**src/rtl/spi_bridge_host_if.sv**
```systemverilog
// rtl/spi_bridge_host_if.sv - request, payload, response, link and status signals of spi_bridge_host
// master is the host block itself; slave is the requester/bridge side driving it.
interface spi_bridge_host_if;
  logic        req_valid;
  logic        req_ready;
  logic [1:0]  req_op;
  logic [15:0] req_tx_len;
  logic [15:0] req_rx_len;
  logic        wr_valid;
  logic [7:0]  wr_data;
  logic        wr_ready;
  logic        rd_valid;
  logic [7:0]  rd_data;
  logic        rd_ready;
  logic        link_out_valid;
  logic [7:0]  link_out_data;
  logic        link_out_ready;
  logic        link_in_valid;
  logic [7:0]  link_in_data;
  logic        link_in_ready;
  logic        busy;
  logic        done;
  logic        timeout;

  modport master (
    input  req_valid, req_op, req_tx_len, req_rx_len,
    input  wr_valid, wr_data, rd_ready, link_out_ready, link_in_valid, link_in_data,
    output req_ready, wr_ready, rd_valid, rd_data, link_out_valid, link_out_data,
    output link_in_ready, busy, done, timeout
  );

  modport slave (
    output req_valid, req_op, req_tx_len, req_rx_len,
    output wr_valid, wr_data, rd_ready, link_out_ready, link_in_valid, link_in_data,
    input  req_ready, wr_ready, rd_valid, rd_data, link_out_valid, link_out_data,
    input  link_in_ready, busy, done, timeout
  );
endinterface

```
**src/rtl/spi_bridge_host.sv**
```systemverilog
// rtl/spi_bridge_host.sv - sequences op/length header, payload and response bytes over the bridge link
// A watchdog aborts any non-idle state that sees no link handshake for TIMEOUT_CYCLES cycles.
module spi_bridge_host #(
  parameter int unsigned TIMEOUT_CYCLES = 1200000
) (
  input logic              clk,
  input logic              reset,
  spi_bridge_host_if.master bus
);

  typedef enum logic [3:0] {
    S_IDLE, S_OP, S_TXL, S_TXH, S_RXL, S_RXH, S_PAYLOAD, S_RESP, S_VER
  } state_e;

  localparam logic [31:0] WDOG_LAST = 32'(TIMEOUT_CYCLES - 1);

  state_e      state_q, state_d;
  logic [1:0]  op_q, op_d;
  logic [15:0] tx_len_q, tx_len_d;
  logic [15:0] rx_len_q, rx_len_d;
  logic [15:0] cnt_q, cnt_d;
  logic [31:0] wdog_q, wdog_d;
  logic        done_q, done_d;
  logic        timeout_q, timeout_d;
  logic        out_hs, in_hs;

  always_ff @(posedge clk) begin
    if (reset) begin
      state_q   <= S_IDLE;
      op_q      <= 2'd0;
      tx_len_q  <= 16'd0;
      rx_len_q  <= 16'd0;
      cnt_q     <= 16'd0;
      wdog_q    <= 32'd0;
      done_q    <= 1'b0;
      timeout_q <= 1'b0;
    end else begin
      state_q   <= state_d;
      op_q      <= op_d;
      tx_len_q  <= tx_len_d;
      rx_len_q  <= rx_len_d;
      cnt_q     <= cnt_d;
      wdog_q    <= wdog_d;
      done_q    <= done_d;
      timeout_q <= timeout_d;
    end
  end

  always_comb begin
    state_d   = state_q;
    op_d      = op_q;
    tx_len_d  = tx_len_q;
    rx_len_d  = rx_len_q;
    cnt_d     = cnt_q;
    done_d    = 1'b0;
    timeout_d = 1'b0;
    wdog_d    = wdog_q;
    case (state_q)
      S_IDLE: begin
        if (bus.req_valid && bus.req_ready) begin
          op_d     = bus.req_op;
          tx_len_d = bus.req_tx_len;
          rx_len_d = bus.req_rx_len;
          if (bus.req_op == 2'd3) done_d = 1'b1;
          else                    state_d = S_OP;
        end
      end
      S_OP: begin
        if (out_hs) begin
          case (op_q)
            2'd0: begin
              state_d = S_IDLE;
              done_d  = 1'b1;
            end
            2'd1:    state_d = S_TXL;
            default: state_d = S_VER;
          endcase
        end
      end
      S_TXL: if (out_hs) state_d = S_TXH;
      S_TXH: if (out_hs) state_d = S_RXL;
      S_RXL: if (out_hs) state_d = S_RXH;
      S_RXH: begin
        if (out_hs) begin
          if (tx_len_q != 16'd0)      state_d = S_PAYLOAD;
          else if (rx_len_q != 16'd0) state_d = S_RESP;
          else begin
            state_d = S_IDLE;
            done_d  = 1'b1;
          end
        end
      end
      S_PAYLOAD: begin
        if (out_hs) begin
          if (cnt_q == tx_len_q - 16'd1) begin
            cnt_d = 16'd0;
            if (rx_len_q != 16'd0) state_d = S_RESP;
            else begin
              state_d = S_IDLE;
              done_d  = 1'b1;
            end
          end else begin
            cnt_d = cnt_q + 16'd1;
          end
        end
      end
      S_RESP: begin
        if (in_hs) begin
          if (cnt_q == rx_len_q - 16'd1) begin
            cnt_d   = 16'd0;
            state_d = S_IDLE;
            done_d  = 1'b1;
          end else begin
            cnt_d = cnt_q + 16'd1;
          end
        end
      end
      S_VER: begin
        if (in_hs) begin
          state_d = S_IDLE;
          done_d  = 1'b1;
        end
      end
      default: state_d = S_IDLE;
    endcase

    // Abort wins only on a handshake-free cycle, so it never collides with a done.
    if (state_q == S_IDLE || out_hs || in_hs) begin
      wdog_d = 32'd0;
    end else if (wdog_q == WDOG_LAST) begin
      wdog_d    = 32'd0;
      cnt_d     = 16'd0;
      state_d   = S_IDLE;
      timeout_d = 1'b1;
    end else begin
      wdog_d = wdog_q + 32'd1;
    end
  end

  always_comb begin
    bus.req_ready      = 1'b0;
    bus.wr_ready       = 1'b0;
    bus.rd_valid       = 1'b0;
    bus.rd_data        = 8'd0;
    bus.link_out_valid = 1'b0;
    bus.link_out_data  = 8'd0;
    bus.link_in_ready  = 1'b0;
    case (state_q)
      S_IDLE: begin
        bus.req_ready     = !done_q;
        bus.link_in_ready = 1'b1;
      end
      S_OP: begin
        bus.link_out_valid = 1'b1;
        bus.link_out_data  = {6'd0, op_q};
      end
      S_TXL: begin
        bus.link_out_valid = 1'b1;
        bus.link_out_data  = tx_len_q[7:0];
      end
      S_TXH: begin
        bus.link_out_valid = 1'b1;
        bus.link_out_data  = tx_len_q[15:8];
      end
      S_RXL: begin
        bus.link_out_valid = 1'b1;
        bus.link_out_data  = rx_len_q[7:0];
      end
      S_RXH: begin
        bus.link_out_valid = 1'b1;
        bus.link_out_data  = rx_len_q[15:8];
      end
      S_PAYLOAD: begin
        bus.link_out_valid = bus.wr_valid;
        bus.link_out_data  = bus.wr_data;
        bus.wr_ready       = bus.link_out_ready;
      end
      S_RESP, S_VER: begin
        bus.rd_valid      = bus.link_in_valid;
        bus.rd_data       = bus.link_in_data;
        bus.link_in_ready = bus.rd_ready;
      end
      default: ;
    endcase
  end

  assign out_hs      = bus.link_out_valid && bus.link_out_ready;
  assign in_hs       = bus.link_in_valid && bus.link_in_ready;
  assign bus.busy    = (state_q != S_IDLE);
  assign bus.done    = done_q;
  assign bus.timeout = timeout_q;

endmodule

```
**src/flat_wrapper.sv**
```systemverilog
// flat-port wrapper written by rule: the top's interface ports become plain ports
module spi_bridge_host_flat 
#(
  parameter int unsigned TIMEOUT_CYCLES = 1200000
)
  (clk, reset, bus_req_valid, bus_req_op, bus_req_tx_len, bus_req_rx_len, bus_wr_valid, bus_wr_data, bus_rd_ready, bus_link_out_ready, bus_link_in_valid, bus_link_in_data, bus_req_ready, bus_wr_ready, bus_rd_valid, bus_rd_data, bus_link_out_valid, bus_link_out_data, bus_link_in_ready, bus_busy, bus_done, bus_timeout);
  spi_bridge_host_if bus_i ();
  input logic clk;
  input logic reset;
  input wire logic [$bits(bus_i.req_valid)-1:0] bus_req_valid;
  input wire logic [$bits(bus_i.req_op)-1:0] bus_req_op;
  input wire logic [$bits(bus_i.req_tx_len)-1:0] bus_req_tx_len;
  input wire logic [$bits(bus_i.req_rx_len)-1:0] bus_req_rx_len;
  input wire logic [$bits(bus_i.wr_valid)-1:0] bus_wr_valid;
  input wire logic [$bits(bus_i.wr_data)-1:0] bus_wr_data;
  input wire logic [$bits(bus_i.rd_ready)-1:0] bus_rd_ready;
  input wire logic [$bits(bus_i.link_out_ready)-1:0] bus_link_out_ready;
  input wire logic [$bits(bus_i.link_in_valid)-1:0] bus_link_in_valid;
  input wire logic [$bits(bus_i.link_in_data)-1:0] bus_link_in_data;
  output wire logic [$bits(bus_i.req_ready)-1:0] bus_req_ready;
  output wire logic [$bits(bus_i.wr_ready)-1:0] bus_wr_ready;
  output wire logic [$bits(bus_i.rd_valid)-1:0] bus_rd_valid;
  output wire logic [$bits(bus_i.rd_data)-1:0] bus_rd_data;
  output wire logic [$bits(bus_i.link_out_valid)-1:0] bus_link_out_valid;
  output wire logic [$bits(bus_i.link_out_data)-1:0] bus_link_out_data;
  output wire logic [$bits(bus_i.link_in_ready)-1:0] bus_link_in_ready;
  output wire logic [$bits(bus_i.busy)-1:0] bus_busy;
  output wire logic [$bits(bus_i.done)-1:0] bus_done;
  output wire logic [$bits(bus_i.timeout)-1:0] bus_timeout;
  assign bus_i.req_valid = bus_req_valid;
  assign bus_i.req_op = bus_req_op;
  assign bus_i.req_tx_len = bus_req_tx_len;
  assign bus_i.req_rx_len = bus_req_rx_len;
  assign bus_i.wr_valid = bus_wr_valid;
  assign bus_i.wr_data = bus_wr_data;
  assign bus_i.rd_ready = bus_rd_ready;
  assign bus_i.link_out_ready = bus_link_out_ready;
  assign bus_i.link_in_valid = bus_link_in_valid;
  assign bus_i.link_in_data = bus_link_in_data;
  assign bus_req_ready = bus_i.req_ready;
  assign bus_wr_ready = bus_i.wr_ready;
  assign bus_rd_valid = bus_i.rd_valid;
  assign bus_rd_data = bus_i.rd_data;
  assign bus_link_out_valid = bus_i.link_out_valid;
  assign bus_link_out_data = bus_i.link_out_data;
  assign bus_link_in_ready = bus_i.link_in_ready;
  assign bus_busy = bus_i.busy;
  assign bus_done = bus_i.done;
  assign bus_timeout = bus_i.timeout;
  spi_bridge_host #(.TIMEOUT_CYCLES(TIMEOUT_CYCLES)) u_core (.clk(clk), .reset(reset), .bus(bus_i));
endmodule
```
**config.mk**
```make
export PLATFORM = sky130hd
export DESIGN_NAME = spi_bridge_host_flat
export DESIGN_NICKNAME = d
export VERILOG_FILES = /design/src/rtl/spi_bridge_host_if.sv /design/src/rtl/spi_bridge_host.sv /design/src/flat_wrapper.sv
export SDC_FILE = /design/constraint.sdc
export NUM_CORES = 1
export LEC_CHECK = 0
export ABC_AREA = 1
export CORE_ASPECT_RATIO = 1.25
export CORE_MARGIN = 5
export CORE_UTILIZATION = 50
export DETAILED_ROUTE_END_ITERATION = 10
export PLACE_DENSITY = 0.75
export SYNTH_ARGS = -nofsm -noshare
export SYNTH_HDL_FRONTEND = slang
export SYNTH_SLANG_ARGS = --single-unit
```
**constraint.sdc**
```tcl
create_clock -name clk -period 2.1 [get_ports clk]
set_input_delay 0.315 -clock clk [delete_from_list [all_inputs] [get_ports clk]]
set_output_delay 0.315 -clock clk [all_outputs]
set_load 0.02 [all_outputs]
```
Word-level counts from Yosys, hierarchy flattened
Index checks and enable logic that the tools add are counted.
{"block": "word_totals", "input_bits": 57, "mem_bits_rw": 0, "wordCells": 87, "out_inout_bits": 24, "regBits": 88, "n_memories": 0, "romBits": 0, "latch_bits": 0}
{"block": "classes", "mux": 46, "shifts": 0, "n_lt_le_gt_ge": 0, "n_mul": 0, "reduce_logical": 16, "bitwise": 0, "eq_ne": 13, "n_div": 0, "add_sub_neg": 4}
{"cell": "$mux W16", "n": 6}
{"cell": "$mux W4", "n": 15}
{"cell": "$pmux W8 S6", "n": 1}
{"cell": "$pmux W4 S9", "n": 1}
{"cell": "$add A32 B1 Y32 const B", "n": 1}
{"cell": "$eq A16 B16 Y1", "n": 2}
{"cell": "$eq A32 B21 Y1 const B", "n": 1}
{"cell": "$pmux W16 S2", "n": 1}
{"cell": "$reduce_bool A16 Y1", "n": 2}
{"cell": "$sub A16 B1 Y16 const B", "n": 2}
{"cell": "$add A16 B1 Y16 const B", "n": 1}
{"cell": "$eq A4 B3 Y1 const B", "n": 4}
{"cell": "$mux W1", "n": 16}
{"cell": "$eq A4 B2 Y1 const B", "n": 2}
{"cell": "$mux W8", "n": 1}
{"cell": "$pmux W4 S2", "n": 1}
{"cell": "$pmux W1 S6", "n": 1}
{"cell": "$reduce_or A5 Y1", "n": 1}
{"cell": "$eq A4 B1 Y1 const B", "n": 1}
{"cell": "$eq A4 B4 Y1 const B", "n": 1}
{"cell": "$logic_not A4 Y1", "n": 1}
{"cell": "$pmux W1 S2", "n": 2}
{"cell": "$reduce_bool A4 Y1", "n": 1}
{"cell": "$reduce_or A2 Y1", "n": 2}
{"cell": "9 further kinds", "n": 12}

Depth between registers and ports, before layout
Gate-level depths: netlist of run 1.
{"block": "logic_depth", "depth_word": 8, "ltp_mapped": 17, "ltp_nobuf": 16}

Least setup slack after synthesis of run 1
Ideal clock, no wire load.
{"block": "synth_path", "kind": "register to register", "from": "register u_core.rx_len_q[0]", "to": "register u_core.cnt_q[9]", "path_buffers": 1, "setup_time_ns": 0.112, "synth_period_minus_slack_ns": 2.051, "setup_slack_ns": 0.049, "required_time_ns": 1.988, "stages_incl_launch_ff": 15, "t_arrival_ns": 1.939, "cell_sequence": "dfxtp_1 inv_2 ha_1 or2_0 a21oi_2 inv_1 nor2_1 nand4_1 nor2_4 nand3_4 buf_6 nand3_1 nand2_1 nor2_2 nor2_1"}
{"block": "synth_between", "elab_chain_cells": 7}
{"item": "start: declaration", "line_no": "spi_bridge_host.sv:20", "source": "logic [15:0] rx_len_q, rx_len_d;"}
{"item": "start signal: assignment", "line_no": "spi_bridge_host.sv:41", "source": "rx_len_q <= rx_len_d;"}
{"item": "$sub A16 B1 Y16 (*)", "line_no": "spi_bridge_host.sv:109", "source": "if (cnt_q == rx_len_q - 16'd1) begin"}
{"item": "$eq A16 B16 Y1 (*)", "line_no": "spi_bridge_host.sv:109"}
{"item": "$mux W16 (*)", "line_no": "spi_bridge_host.sv:109"}
{"item": "$mux W16 (*)", "line_no": "spi_bridge_host.sv:108", "source": "if (in_hs) begin"}
{"item": "$pmux W16 S2 (*)", "line_no": "spi_bridge_host.sv:58", "source": "case (state_q)"}
{"item": "$mux W16", "line_no": "spi_bridge_host.sv:130", "source": "end else if (wdog_q == WDOG_LAST) begin"}
{"item": "$mux W16 (*)", "line_no": "spi_bridge_host.sv:128", "source": "if (state_q == S_IDLE || out_hs || in_hs) begin"}
{"item": "end signal: assignment", "line_no": "spi_bridge_host.sv:42", "source": "cnt_q <= cnt_d;"}
{"item": "end: declaration", "line_no": "spi_bridge_host.sv:21", "source": "logic [15:0] cnt_q, cnt_d;"}
Mark *: on every way between the ends. The rest lies on a longest branch, timed or not.
A chain may end at the register's enable or synchronous reset.

Worst setup path in the final report of run 1
{"block": "layout_path", "from": "register u_core.rx_len_q[0]", "to": "register u_core.cnt_q[13]"}
The elaborated chain is that of the path after synthesis.

==> impl_metrics.tcl, run 1 <==
set metrics [dict create \
    crit_path_max_incr_delay_ns 0.33 \
    io_buffers 80 \
    path_cells "inv_2 > ha_4 > or2_1 > a21oi_2 > inv_1 > nor2_1 > nand4_1 > nor2_4 > buf_6 > nand3_4 > nand3_2 > nand2_2 > nor2_2 > nor2_1" \
    status "finished with violations" \
    setup_ws_ns -0.1005 \
    p_int_mw 3.524 \
    antenna_found_initial 0 \
    gp_congestion 1.060 \
    p_seq_frac 0.346 \
    post_drt_wl_per_cell_um 16.60 \
    vias 8445 \
    synth_top_area_share 0.2495 \
    crit_path_max_fanout 5 \
    first_iter_violations 803 \
    power_mw 5.413 \
    rrSetupSlack_ns -0.10 \
    clkPwrFrac 0.345 \
    drive_gt1_frac 0.2771 \
    hp-start "u_core.wdog_q[28]$_SDFF_PP0_" \
    finalCritPeriodShare 1.048 \
    cp_top_family "simple AND/OR/NAND/NOR gates" \
    clkTransAtPathRegs_ns 0.07 \
    syn_avg_cell_area_sq_um 6.071 \
    reg2reg_from "u_core.rx_len_q[0]$_SDFFE_PP0P_" \
    yosys_warnings 0 \
    hold_end "u_core.wdog_q[28]$_SDFF_PP0_" \
    synth_area_leaders "dfxtp_1, nand2_1, nor2_1, inv_1, o21ai_0" \
    cts_hold_buf 0 \
    ys_ff_latch 88 \
    path_class "flop to flop" \
    cp_data_arrival_time_ns 2.45 \
    min_period_ns 2.201 \
    hp-class "flop to flop" \
    grt_pass1_wl_um 38270 \
    endpoint_kind "flop" \
    synth_top_area_cell "dfxtp_1" \
    die_h_um 142.9 \
    overflow 0 \
    worstMarginPinSlew_ns 0.4729 \
    max_slew_margin 0.6843 \
    p_sw_frac 0.3490 \
    cts.sinks 88 \
    setup_tns_ns -1.169 \
    diodes 0 \
    drtPass1Iterations 7 \
    core_sq_mm 0.01381 \
    fmax_mhz 454.4 \
    hold_depth 2 \
    fin_nets 1402 \
    ir_drop_v 0.0004674 \
    grt_usage 0.2927 \
    cp_num_buf_inv 3 \
    grt_pass1_vias 7682 \
    leakage_nw 4.300 \
    p_comb_frac 0.309 \
    failed_checks "setup timing" \
    clkLatencyLatePin_ns 0.36 \
    cap_violations 0 \
    cts_tree "done" \
    r2r-end "u_core.cnt_q[13]$_SDFF_PP0_" \
    cpMostUsedCell "nor2_1" \
    hpwl_um 18160 \
    p_per_area_mw_per_mm2 549.5 \
    drc_errors 0 \
    wirelength_um 25240 \
    synth_seq_area_share 0.2495 \
    switchingPower_mw 1.889 \
    vias_per_cell 5.552 \
    syn_to_final_growth_pct 39.52 \
    drv_slew 0 \
    rsz0062_at_grt "yes" \
    worstSetupStartpointType "flop" \
    cts_buffer_depth 2 \
    num_rows 48 \
    hold_viol_final 0 \
    finClkSkew_ns 0.008222 \
    critPathSlowestCell "dfxtp_2" \
    post-place-ws_ns -0.1711 \
    worstPathRequired_ns 2.35 \
    r2r.worst_path.cells 14 \
    dieArea_sq_mm 0.01661 \
    syn_nets 1224 \
    postSynthCellCount 1163 \
    drtAntennaViolNets 0 \
    initial_core_util 0.5111 \
    yosysUniqueCellTypes 55 \
    htree_num_levels 3 \
    die_w_um 116.3 \
    root_buffer "clkbuf_16" \
    boundaryPins 81 \
    setup_viol 19 \
    grt_max_degree 49 \
    cts_buffers 9 \
    synthesis.area_sq_mm 0.007061 \
]
how the worst max path moves through the flow:
| stage | slack, ns | endpoint | cells after the start | from |
|---|---|---|---|---|
| after floorplan | 0.05 | u_core.cnt_q[9]$_SDFF_PP0_ | 14 | u_core.rx_len_q[0]$_SDFFE_PP0P_ |
| after global placement | -0.20 | bus_link_out_data[3] | 6 | bus_wr_data[3] |
| after detailed placement | -0.17 | bus_link_out_data[3] | 6 | bus_wr_data[3] |
| after CTS | -0.09 | u_core.cnt_q[14]$_SDFF_PP0_ | 14 | u_core.rx_len_q[0]$_SDFFE_PP0P_ |
| after global routing | -0.27 | u_core.cnt_q[0]$_SDFF_PP0_ | 14 | u_core.rx_len_q[0]$_SDFFE_PP0P_ |
| final | -0.10 | u_core.cnt_q[13]$_SDFF_PP0_ | 14 | u_core.rx_len_q[0]$_SDFFE_PP0P_ |
cell usage in the layout (no fill, tap or decap), drive strengths merged, types with 27 or more instances in the layout:
cell,n
nor3,27
inv,151
clkdlybuf4s50,58
dfxtp,88
a21oi,66
nand3,75
o21ai,91
nand2,302
buf,143
nor2,194
cells in the mapped netlist (all sizes together):
master,n
a211oi,1
a21o,1
a21oi,66
a221oi,7
a31oi,3
and2,1
and3,1
buf,31
clkbuf,12
clkinv,1
dfxtp,88
ha,4
inv,150
nand2,302
nand3,72
nand3b,8
nand4,25
nor2,192
nor3,27
nor3b,6
nor4,7
o2111ai,1
o211a,1
o211ai,2
o21ai,91
o21bai,1
o221ai,1
o22ai,3
o31ai,1
or2,6
or4,1
xnor2,25
xor2,25
kinds of logic (layout without fill, tap and decap cells):
logic type / count (synthesis) / in the layout / synth area share
AO/OA/AOI/OAI: 179 / 179 / 0.1393
AND/OR/NAND/NOR: 648 / 654 / 0.4271
flip-flops: 88 / 88 / 0.2495
adder cells (fa/ha/maj): 4 / 4 / 0.007089
buffers and inverters: 194 / 371 / 0.1129
XOR/XNOR: 50 / 50 / 0.06415
cell type report:
| class | instances | area (sq um) |
|---|---|---|
| tap | 175 | 219.0 |
| clock buffer | 10 | 239.0 |
| fill | 1168 | 3963 |
| multi-input combinational | 887 | 5101 |
| timing repair buffer | 204 | 1821 |
| sequential | 88 | 1792 |
| inverter | 151 | 579.3 |
| clock inverter | 6 | 100.1 |
sequential cells by signal, summed over array words and instances (netlist names):
name	flops
u_core.cnt_q	16
u_core.rx_len_q	16
u_core.op_q	2
u_core.bus.timeout	1
u_core.bus.done	1
u_core.state_q	4
u_core.tx_len_q	16
u_core.wdog_q	32
layer usage:
metal,global-route usage,routed length (um)
met1,0.3537,9494
met2,0.4834,12110
met3,0.04324,2008
met4,0.1820,1629
met5,0,0
power by group through the flow:
| stage | Sequential, mW | Combinational (mW) | Clock, mW |
|---|---|---|---|
| 2_1_floorplan | 1.85 | 0.927 | 0 |
| 4_1_cts | 1.85 | 1.50 | 1.88 |
| 5_1_grt | 1.88 | 1.83 | 1.95 |
| 3_5_place_dp | 1.88 | 1.42 | 0 |
| 3_3_place_gp | 1.88 | 1.40 | 0 |
| 6_report | 1.87 | 1.67 | 1.87 |
through the flow:
step,hold slack (ns),instance area [sq um],std cells,utilization
global route,0.5152,9851,1521,0.7131
floorplan,0.3841,7061,1163,-
CTS,0.4738,9226,1505,0.6679
detailed placement,0.4574,8722,1479,0.6314
global placement,0.4400,8722,1479,0.6314
finish,0.4937,9851,1521,0.7131
worst register-to-register path, delay by kind of cell, from the launching register on:
| family | cells | cell delay [ns] |
|---|---|---|
| AND/OR/NAND/NOR | 9 | 1.15 |
| buffers and inverters | 3 | 0.25 |
| flip-flops | 1 | 0.33 |
| adder cells (fa/ha/maj) | 1 | 0.23 |
| AO/OA/AOI/OAI | 1 | 0.14 |
repair_timing:
item / in CTS / in global routing
pin swaps: 12 / 60
setup endpoints to repair: 41 / 63
resized for setup: 140 / 153
gates cloned: 4 / 2
buffers inserted: 6 / 15
(Power assumes the default switching activity.)
==> run 2: changes to the inputs <==
--- a/config.mk
+++ b/config.mk
@@ -10,7 +10,7 @@
 export CORE_MARGIN = 5
 export CORE_UTILIZATION = 50
 export DETAILED_ROUTE_END_ITERATION = 10
-export PLACE_DENSITY = 0.75
+export PLACE_DENSITY_LB_ADDON = 0.08
 export SYNTH_ARGS = -nofsm -noshare
 export SYNTH_HDL_FRONTEND = slang
 export SYNTH_SLANG_ARGS = --single-unit
==> run 2 against run 1 <==
Compared with the run above: the flow still finishes with violations (setup timing); wire length fell by 3.8%; largest power group unchanged; via count fell by 3.2%; critical endpoint is now u_core.cnt_q[12]$_SDFF_PP0_; clock power fell by 9%; register-to-register slack improved by 0.02 ns; sequential share of layout area rose by 0.23 points; worst hold slack got worse by 0.0046 ns; core utilization fell by 1.5 points; count of clock-buffer cells in the layout did not move.
==> impl_metrics.tcl, run 2 (synthesis results as in run 1) <==
set metrics [dict create \
    htree_num_levels 3 \
    cts_tree "done" \
    drive_gt1_frac 0.2417 \
    finClkSkew_ns 0.01219 \
    gp_congestion 0.9827 \
    grt_usage 0.2919 \
    cts.sinks 88 \
    io_buffers 80 \
    drc_errors 0 \
    fin_cells 1528 \
    rrSetupSlack_ns -0.08 \
    die_h_um 142.9 \
    num_rows 48 \
    finalCritPeriodShare 1.036 \
    setup_ws_ns -0.07554 \
    worstMarginPinSlew_ns 0.5567 \
    multiInputGateArea_sq_mm 0.004893 \
    min_period_ns 2.176 \
    p_seq_frac 0.358 \
    root_buffer "clkbuf_16" \
    cp_data_arrival_time_ns 2.42 \
    failed_checks "setup timing" \
    diodes 0 \
    clkPwrFrac 0.331 \
    hold_depth 2 \
    boundaryPins 81 \
    syn_to_final_growth_pct 36.63 \
    hp-class "flop to flop" \
    p_int_mw 3.383 \
    hp-start "u_core.wdog_q[28]$_SDFF_PP0_" \
    clkLatencyLatePin_ns 0.36 \
    crit_path_max_fanout 5 \
    cts_hold_buf 0 \
    leakage_nw 4.289 \
    worstSetupStartpointType "flop" \
    fin_nets 1409 \
    r2r-end "u_core.cnt_q[12]$_SDFF_PP0_" \
    wirelength_um 24290 \
    layout_commonest_cell "nand2_1" \
    core_sq_mm 0.01381 \
    layout_common_cells "nand2_1, nor2_1, inv_1, buf_4, dfxtp_1" \
    post_drt_wl_per_cell_um 15.89 \
    drtPass1Iterations 5 \
    grt_pass1_vias 7710 \
    place_inst 1489 \
    seqCellArea_sq_mm 0.001777 \
    endpoint_kind "flop" \
    fin_util 0.6984 \
    p_sw_frac 0.3473 \
    max_slew_margin 0.6283 \
    holdWs_ns 0.4891 \
    grt_pass1_wl_um 38090 \
    ir_drop_v 0.0004603 \
    grt_max_degree 44 \
    vias_per_cell 5.351 \
    switchingPower_mw 1.800 \
    worstPathRequired_ns 2.34 \
    rsz0062_at_grt "yes" \
    path_class "flop to flop" \
    cts_buffers 9 \
    p_comb_frac 0.311 \
    p_per_area_mw_per_mm2 537.3 \
    setup_viol 13 \
    reg2reg_from "u_core.rx_len_q[0]$_SDFFE_PP0P_" \
    hpwl_um 18140 \
    drtAntennaViolNets 0 \
    hold_end "u_core.wdog_q[28]$_SDFF_PP0_" \
    post-place-ws_ns -0.1537 \
    hold_viol_final 0 \
    initial_core_util 0.5111 \
    vias 8177 \
    fill_cells 1280 \
    dieArea_sq_mm 0.01661 \
    cts_buffer_depth 2 \
    fmax_mhz 459.7 \
    power_mw 5.184 \
    status "finished with violations" \
    overflow 0 \
    drv_slew 0 \
    antenna_found_initial 0 \
    r2r.worst_path.cells 14 \
    top_register "u_core.wdog_q" \
    largest_reg_flops 32 \
    die_w_um 116.3 \
    cap_violations 0 \
    clkTransAtPathRegs_ns 0.07 \
    first_iter_violations 626 \
]
## run 2: cell types whose count changed in the layout (fill, tap and decap cells not counted), moves of 8 or more
cell	delta
nor2_1	+20
nand3_2	-11
dfxtp_1	+8
buf_6	-9
nand3_1	+11
nor2_2	-16
## run 2: worst max-delay path, stage by stage, from the launching register on
cell and delay, ns:
dfxtp_2 0.33, inv_2 0.05, ha_4 0.23, or2_1 0.23, a21oi_2 0.15, inv_1 0.05
nor2_1 0.09, nand4_1 0.16, nor2_4 0.26, buf_6 0.14, nand3_4 0.10, nand3_1 0.09
nand2_1 0.07, nor2_2 0.07, nor2_1 0.04
## run 2: what timing repair did
| action | CTS | global route |
|---|---|---|
| hold endpoints to repair | 0 | 0 |
| endpoints found under the setup margin | 40 | 60 |
| resized for setup | 110 | 88 |
| setup buffers | 8 | 10 |
| pin swaps | 10 | 23 |
| cloned | 4 | 1 |
## run 2: how the worst max path moves through the flow
stage / from / end / slack, ns / depth (start not counted)
3_5_place_dp: u_core.state_q[2]$_SDFF_PP0_ / bus_link_out_data[2] / -0.15 / 8
5_1_grt: u_core.rx_len_q[0]$_SDFFE_PP0P_ / u_core.cnt_q[3]$_SDFF_PP0_ / -0.22 / 14
3_3_place_gp: u_core.state_q[2]$_SDFF_PP0_ / bus_link_out_data[3] / -0.17 / 8
4_1_cts: u_core.state_q[2]$_SDFF_PP0_ / bus_link_out_data[7] / -0.08 / 11
6_report: u_core.rx_len_q[0]$_SDFFE_PP0P_ / u_core.cnt_q[12]$_SDFF_PP0_ / -0.08 / 14
2_1_floorplan: u_core.rx_len_q[0]$_SDFFE_PP0P_ / u_core.cnt_q[9]$_SDFF_PP0_ / 0.05 / 14
## run 2: layer usage
| layer | vias up | part of all wire | global-route usage |
|---|---|---|---|
| li1 | 4110 | - | - |
| met1 | 3654 | 0.39 | 0.3502 |
| met2 | 321 | 0.49 | 0.4994 |
| met3 | 92 | 0.069 | 0.03434 |
| met4 | 0 | 0.056 | 0.1643 |
| met5 | - | 0 | 0 |
## run 2: stage by stage
step	TNS (ns)	instance area (sq um)
global placement	-1.948	8785
finish	-0.6433	9647
detailed placement	-2.929	8785
floorplan	0	7061
CTS	-0.4435	9324
global route	-3.547	9647
## run 2: area by class of cell
type,count,share of cell area
Tap cell,175,0.02270
Sequential cell,88,0.1842
Timing Repair Buffer,212,0.1944
Clock buffer,10,0.02477
Multi-Input combinational cell,886,0.5073
Clock inverter,6,0.007004
Inverter,151,0.05966
## run 2: power by group through the flow
stage | Sequential [mW] | Clock, mW | Combinational, mW
floorplan | 1.85 | 0 | 0.927
global placement | 1.88 | 0 | 1.41
detailed placement | 1.88 | 0 | 1.43
CTS | 1.85 | 1.73 | 1.53
global route | 1.86 | 1.81 | 1.78
finish | 1.86 | 1.71 | 1.61
